--- src/rtl/wrr_burst_arbiter.sv ---
// Weighted round-robin burst arbiter: a grant is locked from issue until the
// beat flagged last, and an owner may keep up to its weight of back-to-back bursts.
//
// Ports:
//   clk, reset         rising-edge clock, synchronous active-high reset
//   req_i              level request per port
//   weight_i           port p weight at [p*WEIGHT_W +: WEIGHT_W]; 0 acts as 1
//   beat_i, last_i     beat accepted from owner / beat is the final one
//   gnt_o, gnt_id_o    one-hot grant and binary owner index
//   busy_o             high while a grant is held
//   timeout_o          one-cycle pulse on forced release
//
// Optional feature macro: WRR_BURST_TIMEOUT_EN (burst watchdog of TIMEOUT_CYC).
module wrr_burst_arbiter #(
  parameter int NUM_PORTS   = 4,
  parameter int WEIGHT_W    = 3,
  parameter int TIMEOUT_CYC = 64,
  localparam int ID_W = (NUM_PORTS > 1) ? $clog2(NUM_PORTS) : 1
) (
  input  logic                          clk,
  input  logic                          reset,
  input  logic [NUM_PORTS-1:0]          req_i,
  input  logic [NUM_PORTS*WEIGHT_W-1:0] weight_i,
  input  logic                          beat_i,
  input  logic                          last_i,
  output logic [NUM_PORTS-1:0]          gnt_o,
  output logic [ID_W-1:0]               gnt_id_o,
  output logic                          busy_o,
  output logic                          timeout_o
);

  if (NUM_PORTS < 2 || NUM_PORTS > 16 || TIMEOUT_CYC < 2) begin : g_bad_cfg
    $error("wrr_burst_arbiter: illegal parameter set");
  end

  typedef enum logic {
    IDLE  = 1'b0,
    GRANT = 1'b1
  } state_e;

  state_e              state_q, state_d;
  logic [ID_W-1:0]     ptr_q, ptr_d;
  logic [ID_W-1:0]     owner_q, owner_d;
  logic [WEIGHT_W-1:0] credit_q, credit_d;

  logic                win_found;
  logic [ID_W-1:0]     win_idx;
  logic [WEIGHT_W-1:0] wsel;
  logic [WEIGHT_W-1:0] wload;
  logic [WEIGHT_W-1:0] credit_nx;
  logic [ID_W-1:0]     ptr_inc;
  logic                burst_end;
  logic                tmo_hit;

  // First set request searching ptr, ptr+1, ... modulo NUM_PORTS.
  // Walking backwards lets the lowest offset overwrite the others.
  function automatic logic [ID_W:0] pick(
    input logic [NUM_PORTS-1:0] req,
    input logic [ID_W-1:0]      ptr
  );
    logic [ID_W:0] r;
    int k;
    r = '0;
    for (int i = NUM_PORTS - 1; i >= 0; i--) begin
      k = (int'(ptr) + i) % NUM_PORTS;
      if (req[k]) r = {1'b1, ID_W'(k)};
    end
    return r;
  endfunction

  always_comb begin
    {win_found, win_idx} = pick(req_i, ptr_q);
    wsel      = weight_i[int'(win_idx)*WEIGHT_W +: WEIGHT_W];
    wload     = (wsel == '0) ? WEIGHT_W'(1) : wsel;
    credit_nx = credit_q - WEIGHT_W'(1);
    ptr_inc   = (int'(owner_q) == NUM_PORTS - 1) ? '0
                                                 : owner_q + ID_W'(1);
    burst_end = beat_i && last_i;
  end

`ifdef WRR_BURST_TIMEOUT_EN
  localparam int CNT_W = $clog2(TIMEOUT_CYC);

  logic [CNT_W-1:0] cnt_q, cnt_d;
  logic             tmo_q;

  assign tmo_hit = (cnt_q == CNT_W'(TIMEOUT_CYC - 1));

  // Counter restarts at every grant and every burst end.
  always_comb begin
    cnt_d = '0;
    if (state_q == GRANT && !burst_end) cnt_d = cnt_q + CNT_W'(1);
  end

  // A last beat in the terminal cycle wins over the watchdog.
  always_ff @(posedge clk) begin
    if (reset) begin
      cnt_q <= '0;
      tmo_q <= 1'b0;
    end else begin
      cnt_q <= cnt_d;
      tmo_q <= (state_q == GRANT) && !burst_end && tmo_hit;
    end
  end

  assign timeout_o = tmo_q;
`else
  assign tmo_hit   = 1'b0;
  assign timeout_o = 1'b0;
`endif

  always_ff @(posedge clk) begin
    if (reset) begin
      state_q  <= IDLE;
      ptr_q    <= '0;
      owner_q  <= '0;
      credit_q <= '0;
    end else begin
      state_q  <= state_d;
      ptr_q    <= ptr_d;
      owner_q  <= owner_d;
      credit_q <= credit_d;
    end
  end

  always_comb begin
    state_d  = state_q;
    ptr_d    = ptr_q;
    owner_d  = owner_q;
    credit_d = credit_q;
    case (state_q)
      IDLE: begin
        if (win_found) begin
          state_d  = GRANT;
          owner_d  = win_idx;
          credit_d = wload;
        end
      end
      GRANT: begin
        unique case (1'b1)
          burst_end: begin
            if (credit_nx != '0 && req_i[owner_q]) begin
              credit_d = credit_nx;
            end else begin
              state_d  = IDLE;
              ptr_d    = ptr_inc;
              credit_d = '0;
            end
          end
          tmo_hit: begin
            state_d  = IDLE;
            ptr_d    = ptr_inc;
            credit_d = '0;
          end
          default: ;
        endcase
      end
      default: state_d = IDLE;
    endcase
  end

  // Outputs depend only on registers; owner index is kept in IDLE.
  always_comb begin
    busy_o   = (state_q == GRANT);
    gnt_id_o = owner_q;
    gnt_o    = '0;
    if (busy_o) gnt_o = NUM_PORTS'(1) << owner_q;
  end

endmodule

--- config.mk ---
export PLATFORM = sky130hd
export DESIGN_NAME = wrr_burst_arbiter
export DESIGN_NICKNAME = d
export VERILOG_FILES = /design/src/rtl/wrr_burst_arbiter.sv
export SDC_FILE = /design/constraint.sdc
export NUM_CORES = 1
export LEC_CHECK = 0
export ABC_AREA = 1
export BUFFER_PORTS_ARGS = -buffer_cell sky130_fd_sc_hd__buf_2
export CAP_MARGIN = 20
export CORE_UTILIZATION = 54
export CTS_BUF_LIST = sky130_fd_sc_hd__clkbuf_16
export DETAILED_ROUTE_END_ITERATION = 10
export PLACE_DENSITY_LB_ADDON = 0.1
export RECOVER_POWER = 25
export SLEW_MARGIN = 30
export SYNTH_ARGS = -nofsm -noshare
export SYNTH_HDL_FRONTEND = slang
export SYNTH_SLANG_ARGS = --single-unit
--- constraint.sdc ---
create_clock -name clk -period 2.35 [get_ports clk]
set_input_delay 0.235 -clock clk [delete_from_list [all_inputs] [get_ports clk]]
set_output_delay 0.235 -clock clk [all_outputs]
set_load 0.01 [all_outputs]
**Word-level counts from Yosys, hierarchy flattened**

Cells that the tools add are included.
W data, S select, Z words.

- Logic and storage cells: 63
- Bits in latches: 0
- Memories: 0
- Bits in registers: 8
- RAM bits: 0
- Output and inout bits: 8
- Input port bits: 20
- Memory bits (read-only): 0

- Div/mod/pow operators: 0
- Multipliers: 1
- Muxes and demuxes: 28
- Reductions and logical operators: 10
- Equal/unequal tests: 3
- $add $sub $neg: 5
- Shift-type cells: 2
- Order comparisons: 5
- Bitwise logic cells: 5

Operators by type and width:

| operator | count |
|---|---|
| $mux W3 | 8 |
| $lt A3 B4 Y1 const B | 3 |
| $shiftx A12 B5 Y3 | 1 |
| $mux W1 | 11 |
| $bmux W1 S2 | 5 |
| $lt A2 B3 Y1 const B | 2 |
| $pmux W3 S2 | 1 |
| $reduce_or A2 Y1 | 3 |
| $add A2 B1 Y2 const B | 2 |
| $add A2 B2 Y2 const B | 2 |
| $mul A2 B2 Y4 const B | 1 |
| $mux W4 | 1 |
| $reduce_and A2 Y1 | 2 |
| $shl A1 B2 Y4 const A | 1 |
| $and A1 B1 Y1 const A | 3 |
| $logic_not A3 Y1 | 1 |
| $reduce_and A3 Y1 | 1 |
| $reduce_bool A3 Y1 | 1 |
| $sub A3 B1 Y3 const B | 1 |
| $eq A2 B1 Y1 const B | 1 |
| $logic_and A1 B1 Y1 | 2 |
| $mux W2 | 1 |
| $ne A2 B1 Y1 const B | 1 |
| $ne A2 B2 Y1 const B | 1 |
| 2 further kinds | 3 |

**Depth between registers and ports, before layout**

Gate-level depths: netlist (run 1).

- Depth after elaboration: 16
- Depth in mapped cells: 15
- Mapped depth without buffers: 15

**Worst setup path after synthesis (run 1)**

No wires, ideal clock.

- Path type: reg-to-reg
- Start point: register ptr_q[0]
- End point: register credit_q[2]
- Clock period less this slack: 1.533 ns
- Setup slack: 0.817 ns
- Buffers on the path: 1
- Library setup time: 0.110 ns
- Arrival time: 1.423 ns
- Required time: 2.240 ns
- Cell stages (with the launch flop): 12
- Path through: dfxtp_1 buf_6 nand2_2 nand3_2 inv_1 nor2_1 nand3b_4 nand2_2 nand2_1 or2_0 nand3_1 inv_1

- Longest elaborated chain between the ends: 14
- Elaborated cells on any way between the ends: 26
- Classes of those cells: add/sub (3); mul (1); eq/ne (1); shift (1); mux (18); reduce/logical (2)

Ends and longest elaborated chain:

| what | line | source |
|---|---|---|
| start, declared | 42 | `logic [ID_W-1:0] ptr_q, ptr_d;` |
| start signal, assigned | 120 | `ptr_q <= ptr_d;` |
| $add A2 B2 Y2 | 65 | `k = (int'(ptr) + i) % NUM_PORTS;` |
| $bmux W1 S2 | 66 | `if (req[k]) r = {1'b1, ID_W'(k)};` |
| $mux W1 (not written as such) (2 in a row) | 66 |  |
| $mux W3 (3 in a row) | 66 |  |
| $mux W3 (*) | 66 |  |
| $mul A2 B2 Y4 | 73 | `wsel = weight_i[int'(win_idx)*WEIGHT_W +: WEIGHT_W];` |
| $shiftx A12 B5 Y3 | 73 |  |
| $logic_not A3 Y1 | 74 | `wload = (wsel == '0) ? WEIGHT_W'(1) : wsel;` |
| $mux W3 | 74 |  |
| $mux W3 | 133 | `if (win_found) begin` |
| $pmux W3 S2 | 131 | `case (state_q)` |
| end signal, assigned | 122 | `credit_q <= credit_d;` |
| end, declared | 44 | `logic [WEIGHT_W-1:0] credit_q, credit_d;` |

Every way passes the cells marked *; elsewhere a longest branch is shown, timed or not. The select of a mux whose other input is x is not followed.
A chain may end at the register's enable or synchronous reset.

**Worst setup path after layout (run 1)**

Same ends and word-level chain as after synthesis.

==> results.sh, run 1 <==
export IMPL_outcome="finished, final reports clean"
export IMPL_setup_violations=0
export IMPL_ir_drop_mv=0.5625
export IMPL_finalSetupTns_ns=0
export IMPL_cts_resized=0
export IMPL_seq_area_frac_synth_pct=17.68
export IMPL_gp_congestion=0.9327
export IMPL_critPathMostFrequentCell="nand3_1"
export IMPL_route_vias_total=988
export IMPL_dr_pass1_iters=4
export IMPL_stdcell_count=185
export IMPL_max_stage_delay_ns=0.39
export IMPL_synth_avg_cell_area_um2=6.379
export IMPL_nets=197
export IMPL_cts_setup_buffers=0
export IMPL_rsz0062_at_grt="false"
export IMPL_period_share_pct=79.57
export IMPL_insertion_delay_ns=0.23
export IMPL_coreArea_um2=1541
export IMPL_antenna_found_initial=0
export IMPL_synth_seq_cells=8
export IMPL_cts_buffer_depth=2
export IMPL_cts_sinks=8
export IMPL_num_rows=14
export IMPL_cap_viol_max_count=0
export IMPL_multi_input_area_um2=644.4
export IMPL_dp_hpwl_mm=1.708
export IMPL_route_detailed_drc=0
export IMPL_vias_per_cell=5.341
export IMPL_start_kind="register"
export IMPL_cp_end_kind="register"
export IMPL_grt_pass1_wl_mm=3.753
export IMPL_final_fill_count=134
export IMPL_p_leak_nw=0.6078
export IMPL_tritoncts="built"
export IMPL_path_clk_slew_ns=0.03
export IMPL_fp_dieW_um=42.96
export IMPL_cts_made_buffers=3
export IMPL_placed_cells=182
export IMPL_die_y_um=42.96
export IMPL_postCtsHoldBufs=0
export IMPL_antennaDiodeCount=0
export IMPL_clock_tree_root_cell="clkbuf_16"
export IMPL_required_ns=2.47
export IMPL_fin_skew_ns=0.001223
export IMPL_antenna_left=0
export IMPL_fin_crit_ns=1.870
export IMPL_regArea_um2=160.2
export IMPL_ios=28
export IMPL_cp_slowest_cell="dfxtp_1"
export IMPL_criticalPathCategory="register to register"
export IMPL_placement_io_buffers=26
export IMPL_grt_max_degree=11
export IMPL_synth_cells=142
export IMPL_synthesis_area_um2=905.9
export IMPL_start_util_pct=58.77
export IMPL_cp_cell_sequence="buf_4 -> nand2_1 -> o21ai_2 -> nand2_1 -> nand3_1 -> nand3_1 -> a21oi_2 -> nand3_1 -> nand3_1 -> nand3_1 -> nand3_1 -> inv_1"
export IMPL_maxSlewViolCount=0
export IMPL_finalWorstSetupSlack_ns=0.4801
export IMPL_synth_distinct_cells=27
export IMPL_finalHoldViolCount=0
export IMPL_grt_pass1_vias=904
export IMPL_area_growth_pct=22.79
export IMPL_p_total_uw=782.4
export IMPL_htree_levels=1
export IMPL_place_ws_ns=0.5163
export IMPL_dieArea_um2=1845
export IMPL_wl_per_cell_um=11.37
export IMPL_powerDensity_nw_per_um2=703.4
export IMPL_drive_gt1_share_pct=27.81
export IMPL_grtUsageTotal_pct=26.42
export IMPL_fmax_mhz=534.8
export IMPL_min_path_type="primary input to register"
export IMPL_yosysWarnings=0
export IMPL_syn_nets=168
export IMPL_worstPathMaxFanout=9
export IMPL_holdWs_ns=0.2254
export IMPL_routed_wl_mm=2.104
export IMPL_drt_iter0_markers=40
export IMPL_critPathArrivalTime_ns=1.99
export IMPL_gr_total_overflow=0
[critical path: cells and delay by family, from the launching register on]
kind | cells | cell delay, ns
AOI/OAI and AO/OA | 2 | 0.30
buffers and inverters | 2 | 0.26
DFF | 1 | 0.39
and+or+nand+nor | 8 | 0.79
[cells in the final DEF, fill, tap and decap left out]
cell type and n:
a211oi_1 2, inv_1 18, o21ai_2 2, nand2_1 35
clkbuf_16 3, conb_1 1, dfxtp_1 8, nand3_4 2
nand2_4 2, ha_1 6, or2_0 1, nor2_1 10
o211ai_1 1, nand3_1 19, xnor2_2 1, nand4_1 1
nand2_2 6, nand3_2 2, nand3b_4 1, o21ai_0 6
clkbuf_1 3, a21oi_1 8, buf_4 1, inv_2 3
xnor2_1 1, a21oi_2 1, buf_2 23, nor3_1 2
[final cells by class]
class	instances	area share (%)
multi-input cells	110	57.93
flip-flops and latches	8	14.40
repair buffers	27	12.04
inverters	21	7.087
clock buffers	3	6.749
well taps	16	1.800
[worst paths after layout]
kind / from / slack [ns] / end / depth (start not counted)
min: reset / 0.23 / gnt_id_o[0] / 2
max reg2reg: ptr_q[0] / 0.48 / credit_q[2] / 12
min reg2reg: credit_q[1] / 0.53 / credit_q[1] / 2
max: ptr_q[0] / 0.48 / credit_q[2] / 12
[kinds of logic after synthesis]
family	after synthesis	synth area share (%)
simple gates	81	46.55
fa+ha+maj	6	8.287
xor+xnor	2	2.763
other cells	1	0.4140
compound gates	20	13.12
buf+inv	24	11.19
flops	8	17.68
[state kept, by name (all words and copies together) (netlist names)]
name and flops:
credit_q 3, gnt_id_o 2, ptr_q 2, busy_o 1
[metrics by stage]
step                      area [um2]  util [%]
after floorplan                905.9         -
after CTS                       1116     72.40
after detailed placement        1041     67.53
final                           1112     72.16
after global placement          1041     67.53
after global routing            1112     72.16
[where the power goes]
group	total [mW]	switching (mW)	internal [mW]
combinational	0.322	0.196	0.126
sequential	0.181	0.0248	0.156
clock	0.279	0.0602	0.219
[routing by layer]
metal / vias to the layer above / global-route usage, % / wire length, um
li1: 517 / - / -
met1: 417 / 32.30 / 917
met2: 41 / 43.94 / 1000
met3: 13 / 2.979 / 107
met4: 0 / 15.76 / 78
met5: - / 0 / 0
[synthesized netlist by cell type]
cell type   n  area [um2]
nand2_1    35       131.4
nand3_1    19       95.09
inv_1      18       67.56
nor2_1     10       37.54
a21oi_1     8       40.04
dfxtp_1     8       160.2
ha_1        6       75.07
nand2_2     6       37.54
o21ai_0     6       30.03
inv_2       3       11.26
a211oi_1    2       15.01
nand2_4     2       22.52
nand3_2     2       20.02
nand3_4     2       35.03
nor3_1      2       10.01
o21ai_2     2       17.52
a21oi_2     1       8.760
buf_4       1       7.510
buf_6       1       11.26
clkbuf_1    1       3.750
conb_1      1       3.750
nand3b_4    1       20.02
nand4_1     1       6.260
o211ai_1    1       7.510
or2_0       1       6.260
xnor2_1     1       8.760
xnor2_2     1       16.27
(Power assumes the default switching activity.)
==> inputs of run 2 (changes only) <==
Settings changed: CORE_UTILIZATION 54 to 50.
Clock period 2.35 ns to 1.79 ns, I/O delays scaled along.
==> results.sh, run 2 (synthesized netlist as in run 1, its figures left out) <==
export IMPL_finalWorstSetupSlack_ns=0.09744
export IMPL_drive_gt1_share_pct=31.76
export IMPL_p_total_mw=1.059
export IMPL_start_util_pct=53.04
export IMPL_gr_total_overflow=0
export IMPL_num_rows=15
export IMPL_min_delay_start="reset"
export IMPL_cts_sinks=8
export IMPL_route_detailed_drc=0
export IMPL_antenna_left=0
export IMPL_fin_skew_ns=0.001178
export IMPL_cap_viol_max_count=0
export IMPL_htree_levels=1
export IMPL_setup_violations=0
export IMPL_finalSetupTns_ns=0
export IMPL_worstPathMaxFanout=7
export IMPL_dp_hpwl_mm=1.612
export IMPL_min_path_type="primary input to register"
export IMPL_required_ns=1.92
export IMPL_grt_max_degree=11
export IMPL_vias_per_cell=4.836
export IMPL_cts_buffer_depth=2
export IMPL_fmax_mhz=590.8
export IMPL_critPathArrivalTime_ns=1.82
export IMPL_drt_iter0_markers=22
export IMPL_criticalPathCategory="register to register"
export IMPL_placed_cells=191
export IMPL_insertion_delay_ns=0.23
export IMPL_tritoncts="built"
export IMPL_nets=198
export IMPL_ir_drop_mv=0.6520
export IMPL_startpoint="ptr_q[0]"
export IMPL_start_kind="register"
export IMPL_gp_congestion=0.9161
export IMPL_post_route_util_pct=68.64
export IMPL_dieArea_um2=1986
export IMPL_layout_commonest_cell="nand2_1"
export IMPL_rsz0062_at_grt="true"
export IMPL_antenna_found_initial=0
export IMPL_antennaDiodeCount=0
export IMPL_design_area_um2=1172
export IMPL_dpl_instance_area_um2=1065
export IMPL_finalHoldViolCount=0
export IMPL_r2r_start="ptr_q[0]"
export IMPL_maxSlewViolCount=0
export IMPL_grt_pass1_wl_mm=3.367
export IMPL_powerDensity_nw_per_um2=903.2
export IMPL_p_leak_nw=0.6265
export IMPL_placement_io_buffers=26
export IMPL_period_share_pct=94.56
export IMPL_clock_tree_root_cell="clkbuf_16"
export IMPL_ios=28
export IMPL_outcome="finished, final reports clean"
export IMPL_holdWs_ns=0.1371
export IMPL_die_y_um=44.57
export IMPL_stdcell_count=195
export IMPL_grtUsageTotal_pct=22.84
export IMPL_final_cell_mix="nand2_1, buf_2, nand3_1"
export IMPL_path_clk_slew_ns=0.04
export IMPL_area_growth_pct=29.42
export IMPL_coreArea_um2=1708
export IMPL_fin_crit_ns=1.693
export IMPL_cp_end_kind="register"
export IMPL_top_register="credit_q"
export IMPL_fp_dieW_um=44.57
export IMPL_dr_pass1_iters=6
export IMPL_largest_register_ffs=3
export IMPL_grt_pass1_vias=850
export IMPL_route_vias_total=943
export IMPL_wl_per_cell_um=10.33
export IMPL_cts_made_buffers=3
export IMPL_routed_wl_mm=2.014
export IMPL_place_ws_ns=0.05355
-- run 2: cell types whose count changed in the layout (fill, tap and decap cells not counted), sizes merged --
cell	delta
buf	+3
clkbuf	-2
-- run 2: routing by layer --
| metal | share of wire (%) | vias up | global-route usage (%) |
|---|---|---|---|
| met1 | 49 | 399 | 29.06 |
| met3 | 3.9 | 4 | 3.673 |
| met2 | 46 | 26 | 38.82 |
| met4 | 1.1 | 0 | 7.879 |
| met5 | 0 | - | 0 |
| li1 | - | 514 | - |
-- run 2: timing repair --
action | 4_1_cts | 5_1_grt
setup buffers | 0 | 1
hold buffers | 0 | 0
endpoints found under the setup margin | 0 | 5
gates resized for setup | 0 | 6
-- run 2: power by group --
part	total [mW]	internal (mW)	switching [mW]
clock	0.375	0.288	0.0872
sequential	0.241	0.207	0.0341
combinational	0.443	0.184	0.260
-- run 2: worst max-delay path: stages (launching register included) --
cell and delay [ns]:
dfxtp_2 0.33, inv_1 0.11, nand2_1 0.11, nand3_2 0.10
inv_1 0.08, nor2_1 0.18, nand3b_4 0.10, nand2_2 0.12
nand2_1 0.11, or2_0 0.22, nand3_1 0.08, inv_1 0.04
-- run 2: area by class of cell --
type	instances	area (um2)
Multi-Input combinational cell	110	666.9
Fill cell	152	535.5
Sequential cell	8	163.9
Timing Repair Buffer	28	156.4
Inverter	21	78.83
Clock buffer	3	75.07
Tap cell	25	31.28
-- run 2: worst paths after layout --
check / endpoint / slack [ns] / cells past startpoint
max: credit_q[2] / 0.1 / 11
min: gnt_id_o[1] / 0.14 / 2
min reg2reg: ptr_q[1] / 0.56 / 2
max reg2reg: credit_q[2] / 0.1 / 11
